### config.mk
export PLATFORM = sky130hd
export DESIGN_NAME = branch_resolve_ctrl_flat
export DESIGN_NICKNAME = d
export VERILOG_FILES = /design/src/rtl/branch_resolve_ctrl_if.sv /design/src/rtl/branch_resolve_ctrl.sv /design/src/flat_wrapper.sv
export SDC_FILE = /design/constraint.sdc
export NUM_CORES = 1
export LEC_CHECK = 0
export BUFFER_PORTS_ARGS = -buffer_cell sky130_fd_sc_hd__buf_2
export CAP_MARGIN = 20
export CORE_MARGIN = 1
export CORE_UTILIZATION = 55
export DETAILED_ROUTE_END_ITERATION = 7
export GPL_TIMING_DRIVEN = 0
export PLACE_DENSITY = 0.81
export SYNTH_ARGS = -nofsm -noshare
export SYNTH_HDL_FRONTEND = slang
export SYNTH_SLANG_ARGS = --single-unit
export TNS_END_PERCENT = 5
### constraint.sdc
create_clock -name clk -period 3.4 [get_ports clk]
set_input_delay 0.17 -clock clk [delete_from_list [all_inputs] [get_ports clk]]
set_output_delay 0.17 -clock clk [all_outputs]
set_load 0.02 [all_outputs]
### src/rtl/branch_resolve_ctrl_if.sv
// Branch-resolution bus: execute-stage request, shared comparator hookup,
// resolution results and the PC-redirect handshake to fetch.
interface branch_resolve_ctrl_if #(
    parameter int XLEN = 32
);
    logic            br_valid;
    logic            br_ready;
    logic [2:0]      br_funct3;
    logic            br_is_jal;
    logic            br_is_jalr;
    logic [XLEN-1:0] br_pc;
    logic [XLEN-1:0] br_imm;
    logic [XLEN-1:0] br_rs1;
    logic [XLEN-1:0] br_rs2;
    logic            br_pred_taken;

    logic [XLEN-1:0] cmp_rs1;
    logic [XLEN-1:0] cmp_rs2;
    logic            cmp_op;
    logic            cmp_eq;
    logic            cmp_lt;

    logic            res_valid;
    logic            res_taken;
    logic            res_mispredict;
    logic [XLEN-1:0] res_link;
    logic            res_excp;

    logic            redir_valid;
    logic            redir_ready;
    logic [XLEN-1:0] redir_pc;
    logic            flush;

    // Pipeline side: issues requests, hosts the comparator, consumes redirects.
    modport master (
        output br_valid, br_funct3, br_is_jal, br_is_jalr, br_pc, br_imm,
               br_rs1, br_rs2, br_pred_taken, cmp_eq, cmp_lt, redir_ready,
        input  br_ready, cmp_rs1, cmp_rs2, cmp_op, res_valid, res_taken,
               res_mispredict, res_link, res_excp, redir_valid, redir_pc, flush
    );

    modport slave (
        input  br_valid, br_funct3, br_is_jal, br_is_jalr, br_pc, br_imm,
               br_rs1, br_rs2, br_pred_taken, cmp_eq, cmp_lt, redir_ready,
        output br_ready, cmp_rs1, cmp_rs2, cmp_op, res_valid, res_taken,
               res_mispredict, res_link, res_excp, redir_valid, redir_pc, flush
    );
endinterface

### src/rtl/branch_resolve_ctrl.sv
// Execute-stage branch/jump resolver: drives the shared comparator, decides
// direction and target, and redirects fetch on mispredict.
module branch_resolve_ctrl #(
    parameter int XLEN  = 32,
    parameter int CNT_W = 16
) (
    input  logic                  clk,
    input  logic                  rst_n,
    branch_resolve_ctrl_if.slave  bus,
    output logic [CNT_W-1:0]      branch_cnt,
    output logic [CNT_W-1:0]      mispredict_cnt
);
    typedef enum logic [1:0] {IDLE, CMP, REDIRECT} state_t;

    localparam logic [XLEN-1:0] INSN_BYTES = XLEN'(4);

    state_t          state, state_nxt;

    logic [XLEN-1:0] pc_q, imm_q, rs1_q, rs2_q;
    logic [2:0]      funct3_q;
    logic            is_jal_q, is_jalr_q, pred_q, cmp_op_q;

    logic            taken, illegal, excp, mispredict;
    logic [XLEN-1:0] target, link, jalr_sum;

    // Decision logic, only meaningful while in CMP.
    always_comb begin
        // NOTE: every comb output gets a default first so no path infers a latch.
        taken    = 1'b0;
        illegal  = 1'b0;
        link     = pc_q + INSN_BYTES;
        jalr_sum = rs1_q + imm_q;
        target   = pc_q + imm_q;
        if (is_jalr_q) begin
            // JALR wins when both jump flags are set.
            target = {jalr_sum[XLEN-1:1], 1'b0};
            taken  = 1'b1;
        end else if (is_jal_q) begin
            taken = 1'b1;
        end else begin
            unique case (funct3_q)
                3'b000:  taken = bus.cmp_eq;
                3'b001:  taken = !bus.cmp_eq;
                3'b100:  taken = bus.cmp_lt;
                3'b101:  taken = !bus.cmp_lt;
                3'b110:  taken = bus.cmp_lt;
                3'b111:  taken = !bus.cmp_lt;
                default: illegal = 1'b1;
            endcase
        end
        excp       = illegal | (taken & target[1]);
        mispredict = !excp & ((taken != pred_q) | (is_jalr_q & taken));
    end

    always_comb begin
        state_nxt       = state;
        bus.br_ready    = 1'b0;
        bus.redir_valid = 1'b0;
        unique case (state)
            IDLE: begin
                bus.br_ready = 1'b1;
                if (bus.br_valid) state_nxt = CMP;
            end
            CMP:  state_nxt = mispredict ? REDIRECT : IDLE;
            REDIRECT: begin
                bus.redir_valid = 1'b1;
                if (bus.redir_ready) state_nxt = IDLE;
            end
            default: state_nxt = IDLE;
        endcase
    end

    always_ff @(posedge clk or negedge rst_n) begin
        // NOTE: sequential state always uses non-blocking assignments.
        if (!rst_n) state <= IDLE;
        else        state <= state_nxt;
    end

    always_ff @(posedge clk or negedge rst_n) begin
        // NOTE: operand latches are reset too, so the comparator sees zeros after reset.
        if (!rst_n) begin
            pc_q               <= '0;
            imm_q              <= '0;
            rs1_q              <= '0;
            rs2_q              <= '0;
            funct3_q           <= '0;
            is_jal_q           <= 1'b0;
            is_jalr_q          <= 1'b0;
            pred_q             <= 1'b0;
            cmp_op_q           <= 1'b0;
            bus.res_valid      <= 1'b0;
            bus.res_taken      <= 1'b0;
            bus.res_mispredict <= 1'b0;
            bus.res_excp       <= 1'b0;
            bus.res_link       <= '0;
            bus.redir_pc       <= '0;
            bus.flush          <= 1'b0;
            branch_cnt         <= '0;
            mispredict_cnt     <= '0;
        end else begin
            bus.res_valid <= 1'b0;
            bus.flush     <= 1'b0;
            unique case (state)
                IDLE: if (bus.br_valid) begin
                    pc_q      <= bus.br_pc;
                    imm_q     <= bus.br_imm;
                    rs1_q     <= bus.br_rs1;
                    rs2_q     <= bus.br_rs2;
                    funct3_q  <= bus.br_funct3;
                    is_jal_q  <= bus.br_is_jal;
                    is_jalr_q <= bus.br_is_jalr;
                    pred_q    <= bus.br_pred_taken;
                    // Signed compare for BEQ/BNE/BLT/BGE; unsigned otherwise.
                    cmp_op_q  <= !(bus.br_is_jal | bus.br_is_jalr) &
                                 (bus.br_funct3[2:1] == 2'b00 || bus.br_funct3[2:1] == 2'b10);
                end
                CMP: begin
                    bus.res_valid      <= 1'b1;
                    bus.res_taken      <= taken;
                    bus.res_mispredict <= mispredict;
                    bus.res_excp       <= excp;
                    bus.res_link       <= link;
                    if (mispredict) bus.redir_pc <= taken ? target : link;
                    if (branch_cnt != '1) branch_cnt <= branch_cnt + CNT_W'(1);
                    if (mispredict && mispredict_cnt != '1)
                        mispredict_cnt <= mispredict_cnt + CNT_W'(1);
                end
                REDIRECT: if (bus.redir_ready) bus.flush <= 1'b1;
                default: ;
            endcase
        end
    end

    assign bus.cmp_rs1 = rs1_q;
    assign bus.cmp_rs2 = rs2_q;
    assign bus.cmp_op  = cmp_op_q;
endmodule

### src/flat_wrapper.sv
// flat-port wrapper written by rule: the top's interface ports become plain ports
module branch_resolve_ctrl_flat 
#(
    parameter int XLEN  = 32,
    parameter int CNT_W = 16
)
  (clk, rst_n, branch_cnt, mispredict_cnt, bus_br_valid, bus_br_funct3, bus_br_is_jal, bus_br_is_jalr, bus_br_pc, bus_br_imm, bus_br_rs1, bus_br_rs2, bus_br_pred_taken, bus_cmp_eq, bus_cmp_lt, bus_redir_ready, bus_br_ready, bus_cmp_rs1, bus_cmp_rs2, bus_cmp_op, bus_res_valid, bus_res_taken, bus_res_mispredict, bus_res_link, bus_res_excp, bus_redir_valid, bus_redir_pc, bus_flush);
  branch_resolve_ctrl_if #(.XLEN(XLEN)) bus_i ();
  input  logic clk;
  input  logic rst_n;
  output logic [CNT_W-1:0] branch_cnt;
  output logic [CNT_W-1:0] mispredict_cnt;
  input wire logic [$bits(bus_i.br_valid)-1:0] bus_br_valid;
  input wire logic [$bits(bus_i.br_funct3)-1:0] bus_br_funct3;
  input wire logic [$bits(bus_i.br_is_jal)-1:0] bus_br_is_jal;
  input wire logic [$bits(bus_i.br_is_jalr)-1:0] bus_br_is_jalr;
  input wire logic [$bits(bus_i.br_pc)-1:0] bus_br_pc;
  input wire logic [$bits(bus_i.br_imm)-1:0] bus_br_imm;
  input wire logic [$bits(bus_i.br_rs1)-1:0] bus_br_rs1;
  input wire logic [$bits(bus_i.br_rs2)-1:0] bus_br_rs2;
  input wire logic [$bits(bus_i.br_pred_taken)-1:0] bus_br_pred_taken;
  input wire logic [$bits(bus_i.cmp_eq)-1:0] bus_cmp_eq;
  input wire logic [$bits(bus_i.cmp_lt)-1:0] bus_cmp_lt;
  input wire logic [$bits(bus_i.redir_ready)-1:0] bus_redir_ready;
  output wire logic [$bits(bus_i.br_ready)-1:0] bus_br_ready;
  output wire logic [$bits(bus_i.cmp_rs1)-1:0] bus_cmp_rs1;
  output wire logic [$bits(bus_i.cmp_rs2)-1:0] bus_cmp_rs2;
  output wire logic [$bits(bus_i.cmp_op)-1:0] bus_cmp_op;
  output wire logic [$bits(bus_i.res_valid)-1:0] bus_res_valid;
  output wire logic [$bits(bus_i.res_taken)-1:0] bus_res_taken;
  output wire logic [$bits(bus_i.res_mispredict)-1:0] bus_res_mispredict;
  output wire logic [$bits(bus_i.res_link)-1:0] bus_res_link;
  output wire logic [$bits(bus_i.res_excp)-1:0] bus_res_excp;
  output wire logic [$bits(bus_i.redir_valid)-1:0] bus_redir_valid;
  output wire logic [$bits(bus_i.redir_pc)-1:0] bus_redir_pc;
  output wire logic [$bits(bus_i.flush)-1:0] bus_flush;
  assign bus_i.br_valid = bus_br_valid;
  assign bus_i.br_funct3 = bus_br_funct3;
  assign bus_i.br_is_jal = bus_br_is_jal;
  assign bus_i.br_is_jalr = bus_br_is_jalr;
  assign bus_i.br_pc = bus_br_pc;
  assign bus_i.br_imm = bus_br_imm;
  assign bus_i.br_rs1 = bus_br_rs1;
  assign bus_i.br_rs2 = bus_br_rs2;
  assign bus_i.br_pred_taken = bus_br_pred_taken;
  assign bus_i.cmp_eq = bus_cmp_eq;
  assign bus_i.cmp_lt = bus_cmp_lt;
  assign bus_i.redir_ready = bus_redir_ready;
  assign bus_br_ready = bus_i.br_ready;
  assign bus_cmp_rs1 = bus_i.cmp_rs1;
  assign bus_cmp_rs2 = bus_i.cmp_rs2;
  assign bus_cmp_op = bus_i.cmp_op;
  assign bus_res_valid = bus_i.res_valid;
  assign bus_res_taken = bus_i.res_taken;
  assign bus_res_mispredict = bus_i.res_mispredict;
  assign bus_res_link = bus_i.res_link;
  assign bus_res_excp = bus_i.res_excp;
  assign bus_redir_valid = bus_i.redir_valid;
  assign bus_redir_pc = bus_i.redir_pc;
  assign bus_flush = bus_i.flush;
  branch_resolve_ctrl #(.XLEN(XLEN), .CNT_W(CNT_W)) u_core (.clk(clk), .rst_n(rst_n), .bus(bus_i), .branch_cnt(branch_cnt), .mispredict_cnt(mispredict_cnt));
endmodule
# == Yosys cells after proc, flatten, opt, wreduce, memory -nomap -nowiden ==
# Cells that the tools add are included.
# classes
n_reduce_logical,17
eq_ne,13
n_mux,17
n_bitwise,7
n_addsub,5
# op_table
op,n
adder 32 bit,2
two-way mux 32 bit,2
"adder 16 x 1 -> 16 bit, second input constant",2
"adder 32 x 3 -> 32 bit, second input constant",1
"!= test 16 bit, second input constant",2
"== test 3 bit, second input constant",4
two-way mux 1 bit,10
AND reduction 2 bit,5
two-way mux 2 bit,3
case mux 2 bit (3 select lines),1
OR reduction 6 bit,1
AND 1 bit,4
"== test 2 bit, second input constant",2
zero test 1 bit,4
zero test 2 bit,2
"!= test 2 bit, second input constant",2
case mux 1 bit (4 select lines),1
OR reduction 2 bit,2
"== test 3 x 1 -> 1 bit, second input constant",1
zero test 3 bit,1
OR 1 bit,3
"== test 2 x 1 -> 1 bit, second input constant",1
logical AND 1 bit,1
logical OR 1 bit,1
!= test 1 bit,1
# totals
in_bits,140
reg_bits,238

# == Depth between registers and ports, before layout ==
# depth
ltp_word,11
depth_mapped,12

# == Least setup slack after synthesis ==
# No wires, ideal clock.
# synth_timing
kind,reg2reg
startpoint,"register u_core.rs1_q[7], in the netlist u_core.bus.cmp_rs1[7]"
endpoint,register u_core.bus.redir_pc[24] in the netlist's numbering
t_arrival_ns,2.609
path_stages_with_launch,11
setup_time_ns,0.095
t_required_ns,3.305
path_slack_ns,0.696
synth_period_minus_slack_ns,2.704
cell_sequence,dfrtp_1 > ha_1 > a211o_1 > a21oi_1 > or3b_1 > a21bo_2 > nand2_1 > o21ai_1 > xnor2_1 > a221o_1 > o31ai_1
# synth_between
elab_chain_len,3
# synth_lines
item,line_no,text
"start, declared",branch_resolve_ctrl.sv:19,"logic [XLEN-1:0] pc_q, imm_q, rs1_q, rs2_q;"
"start signal, assigned",branch_resolve_ctrl.sv:107,rs1_q <= bus.br_rs1;
adder 32 bit,branch_resolve_ctrl.sv:32,jalr_sum = rs1_q + imm_q;
two-way mux 32 bit,branch_resolve_ctrl.sv:34,if (is_jalr_q) begin
two-way mux 32 bit,branch_resolve_ctrl.sv:123,if (mispredict) bus.redir_pc <= taken ? target : link;
"end signal, assigned",branch_resolve_ctrl.sv:123,
"end, declared",branch_resolve_ctrl_if.sv:46,"res_mispredict, res_link, res_excp, redir_valid, redir_pc, flush"
# No other way between the ends.
# A chain may end at the register's enable or synchronous reset.

# == Final worst setup path ==
# layout_timing
startpoint,register u_core.imm_q[6]
endpoint,register u_core.bus.redir_pc[29] in the netlist's numbering
# layout_between
elab_chain_len,3
word_cells_on_any_way,4
# layout_lines
item,line_no,text
"start, declared",branch_resolve_ctrl.sv:19,
"start signal, assigned",branch_resolve_ctrl.sv:106,imm_q <= bus.br_imm;
adder 32 bit (on tied branches),"branch_resolve_ctrl.sv:33, branch_resolve_ctrl.sv:32",
two-way mux 32 bit (*),branch_resolve_ctrl.sv:34,
two-way mux 32 bit (*),branch_resolve_ctrl.sv:123,
# Every way passes the cells marked *; elsewhere a longest branch is shown, timed or not.

==> impl_metrics.json <==
{
  "outcome": "complete, no violations",
  "utilization": 0.7418,
  "cp.arrival_ps": 3750,
  "hold_class": "in -> async",
  "insertion_delay_ps": 540,
  "worstMarginPinSlew_ps": 991.2,
  "syn_to_final_growth_pct": 31.15,
  "synth-seq-area-share": 0.4447,
  "rsz0062_at_grt": "yes",
  "via_per_inst": 5.859,
  "ctsRootBufferMaster": "clkbuf_16",
  "cts.path.max_buffers": 3,
  "syn-num-nets": 1525,
  "die_x_um": 158.1,
  "period_share": 0.9715,
  "synth_area_leaders": "dfrtp_1 (44%), mux2_2 (11%), ha_1 (6.0%)",
  "die_h_um": 158.1,
  "required_ps": 3840,
  "io_buffers": 307,
  "postSynthCellCount": 1319,
  "cts_made_buffers": 26,
  "ios": 308,
  "grt_pass1_wl_um": 67030,
  "setup_viol": 0,
  "synth.avg_cell_area_um2": 10.15,
  "p_leak_nw": 8.165,
  "final_common_cell": "buf_2",
  "drc_errors": 0,
  "post_cts_buffers": 0,
  "num_rows": 56,
  "wl_um": 43970,
  "start_kind": "flop",
  "dieArea_mm2": 0.02498,
  "grt_pass1_vias": 12410,
  "r2r_setup_slack_ps": 100,
  "place_hpwl_um": 30440,
  "ir_drop_uv": 758.6,
  "finalClockSkew_ps": 18.98,
  "final_cell_mix": "buf_2 (312), dfrtp_1 (238), nand2_1 (152)",
  "wl_per_cell_um": 20.66,
  "hold_viol_final": 0,
  "grt_max_degree": 124,
  "synth_top_area_cell": "dfrtp_1",
  "maxSlewViolCount": 0,
  "netlist.area_leader.share": 0.4447,
  "cts_sinks": 238,
  "grt_overflow": 0,
  "drive_gt1_frac": 0.2814,
  "cts_tree": "done",
  "start_util": 0.5656,
  "htreeDepth": 1,
  "diodes": 0,
  "synth_area_mm2": 0.01339,
  "powerDensity_mw_per_mm2": 1116,
  "yosys_warnings": 0,
  "ys.flop_type": "dfrtp_1",
  "critPathKind": "reg -> reg",
  "max_slew_margin": 0.3392,
  "max_freq_ghz": 0.3027,
  "drt_iter0_drc": 1008,
  "dp_cells": 1946,
  "finalNetCount": 1997,
  "antenna_found_initial": 0,
  "r2r_cells": 10,
  "synth_seq_cells": 238,
  "fin_cells": 2128,
  "vias": 12470,
  "core_area_mm2": 0.02368,
  "synth-async-reset-ratio": 1.000,
  "synth_edf_count": 0,
  "firstDrtPassIters": 5,
  "endpoint_kind": "flop",
  "crit_fanout": 6,
  "synth_cell_type_count": 75,
  "gp_congestion": 0.9623,
  "clk_pin_slew_ps": 70,
  "min_period_ps": 3303,
  "postRouteAntennaNets": 0,
  "maxCapViolCount": 0,
  "grt_use_total": 0.3520
}
==> area by class of cell <==
class	instances	area [um^2]
Sequential cell	238	5956
Timing Repair Buffer	444	2935
Buffer	54	210.2
Inverter	21	78.83
Multi-Input combinational cell	1006	7161
Clock buffer	39	780.7
Clock inverter	7	46.29
Fill cell	1689	6116
Tap cell	319	399.1
==> flip-flops by register name (all words and copies together), names as in the netlist, 2 cells and up <==
register / count
u_core.pc_q: 32
u_core.branch_cnt: 16
u_core.bus.res_link: 32
u_core.imm_q: 32
u_core.bus.cmp_rs1: 32
u_core.state: 2
u_core.bus.redir_pc: 32
u_core.mispredict_cnt: 16
u_core.funct3_q: 3
u_core.bus.cmp_rs2: 32
==> cells by family after synthesis <==
logic type,share of synthesized area
AOI/OAI and AO/OA,0.1497
xor gates and xnor gates,0.06670
adders and majority gates,0.06277
buffers and inverters,0.02158
DFF,0.4447
muxes,0.1170
and+or+nand+nor,0.1377
==> metal layers <==
layer  vias to the layer above  global-route usage  routed length (um)
li1                       5716                   -                   -
met1                      6051              0.4503               17960
met2                       603              0.5947               20860
met3                        98             0.06050                3592
met4                         0              0.1355                1560
met5                         -                   0                   0
==> critical path: stages, from the launching register on <==
cell and delay (ps):
dfrtp_1 440, ha_1 420, nand2_1 90, o21ai_1 550, o31ai_1 210, a21oi_1 380, a31oi_2 210, o21ai_0 250
xor2_1 330, a211oi_1 150, a21oi_1 180
==> through the flow <==
step                      TNS [ps]  hold slack (ps)  area [um^2]  power [mW]  worst slack [ps]
after floorplan                  0           -125.6        13390       12.83             695.9
after global placement     -454030            374.8        15330       16.11             -1933
after detailed placement         0            297.6        15370       16.32             98.68
after CTS                        0            329.0        17560       19.26             72.56
after global routing        -4.790            395.3        17570       20.80            -4.790
final                            0            311.3        17570       19.61             96.73
==> synthesized netlist by cell type (4+ instances only) <==
cell type	count
and2_1	16
a21oi_1	93
a31oi_1	7
nand3_1	43
o21a_1	5
xnor2_1	57
nor2b_1	5
nand2_1	152
nor3_1	17
nand4_1	23
clkbuf_1	44
o31ai_1	10
a211oi_1	7
o21ai_0	90
o21bai_1	6
or3_1	7
dfrtp_1	238
buf_2	6
inv_1	21
a22o_1	7
and3_1	14
mux2i_1	8
buf_1	4
o211ai_1	10
a21boi_0	4
mux2_2	132
a211o_1	4
a221o_1	5
ha_1	64
nand2b_1	15
a21o_1	23
o21ai_1	5
nor2_1	67
a221oi_1	6
xor2_1	45
==> where the power goes <==
group	total, mW	internal [mW]	switching, mW
logic	11.6	4.55	7.09
clock network	2.74	1.58	1.16
registers	5.22	3.99	1.23
==> final timing paths <==
kind,start,end
worst min register to register,u_core.bus.redir_pc[6],u_core.bus.redir_pc[6]
worst min-delay path,rst_n,u_core.bus.cmp_rs1[5]
worst max register to register,u_core.imm_q[6],u_core.bus.redir_pc[29]
worst max-delay path,u_core.imm_q[6],u_core.bus.redir_pc[29]
min in group clk,bus_cmp_lt,u_core.bus.redir_pc[31]
max in group asynchronous,rst_n,u_core.bus.cmp_rs2[11]
==> what timing repair did <==
action                     4_1_cts  5_1_grt
resized for setup                0        2
hold buffers                   136        0
setup endpoints to repair        0        2
hold endpoints to repair       251        0
Note: power is estimated with default switching activity, not from simulation.
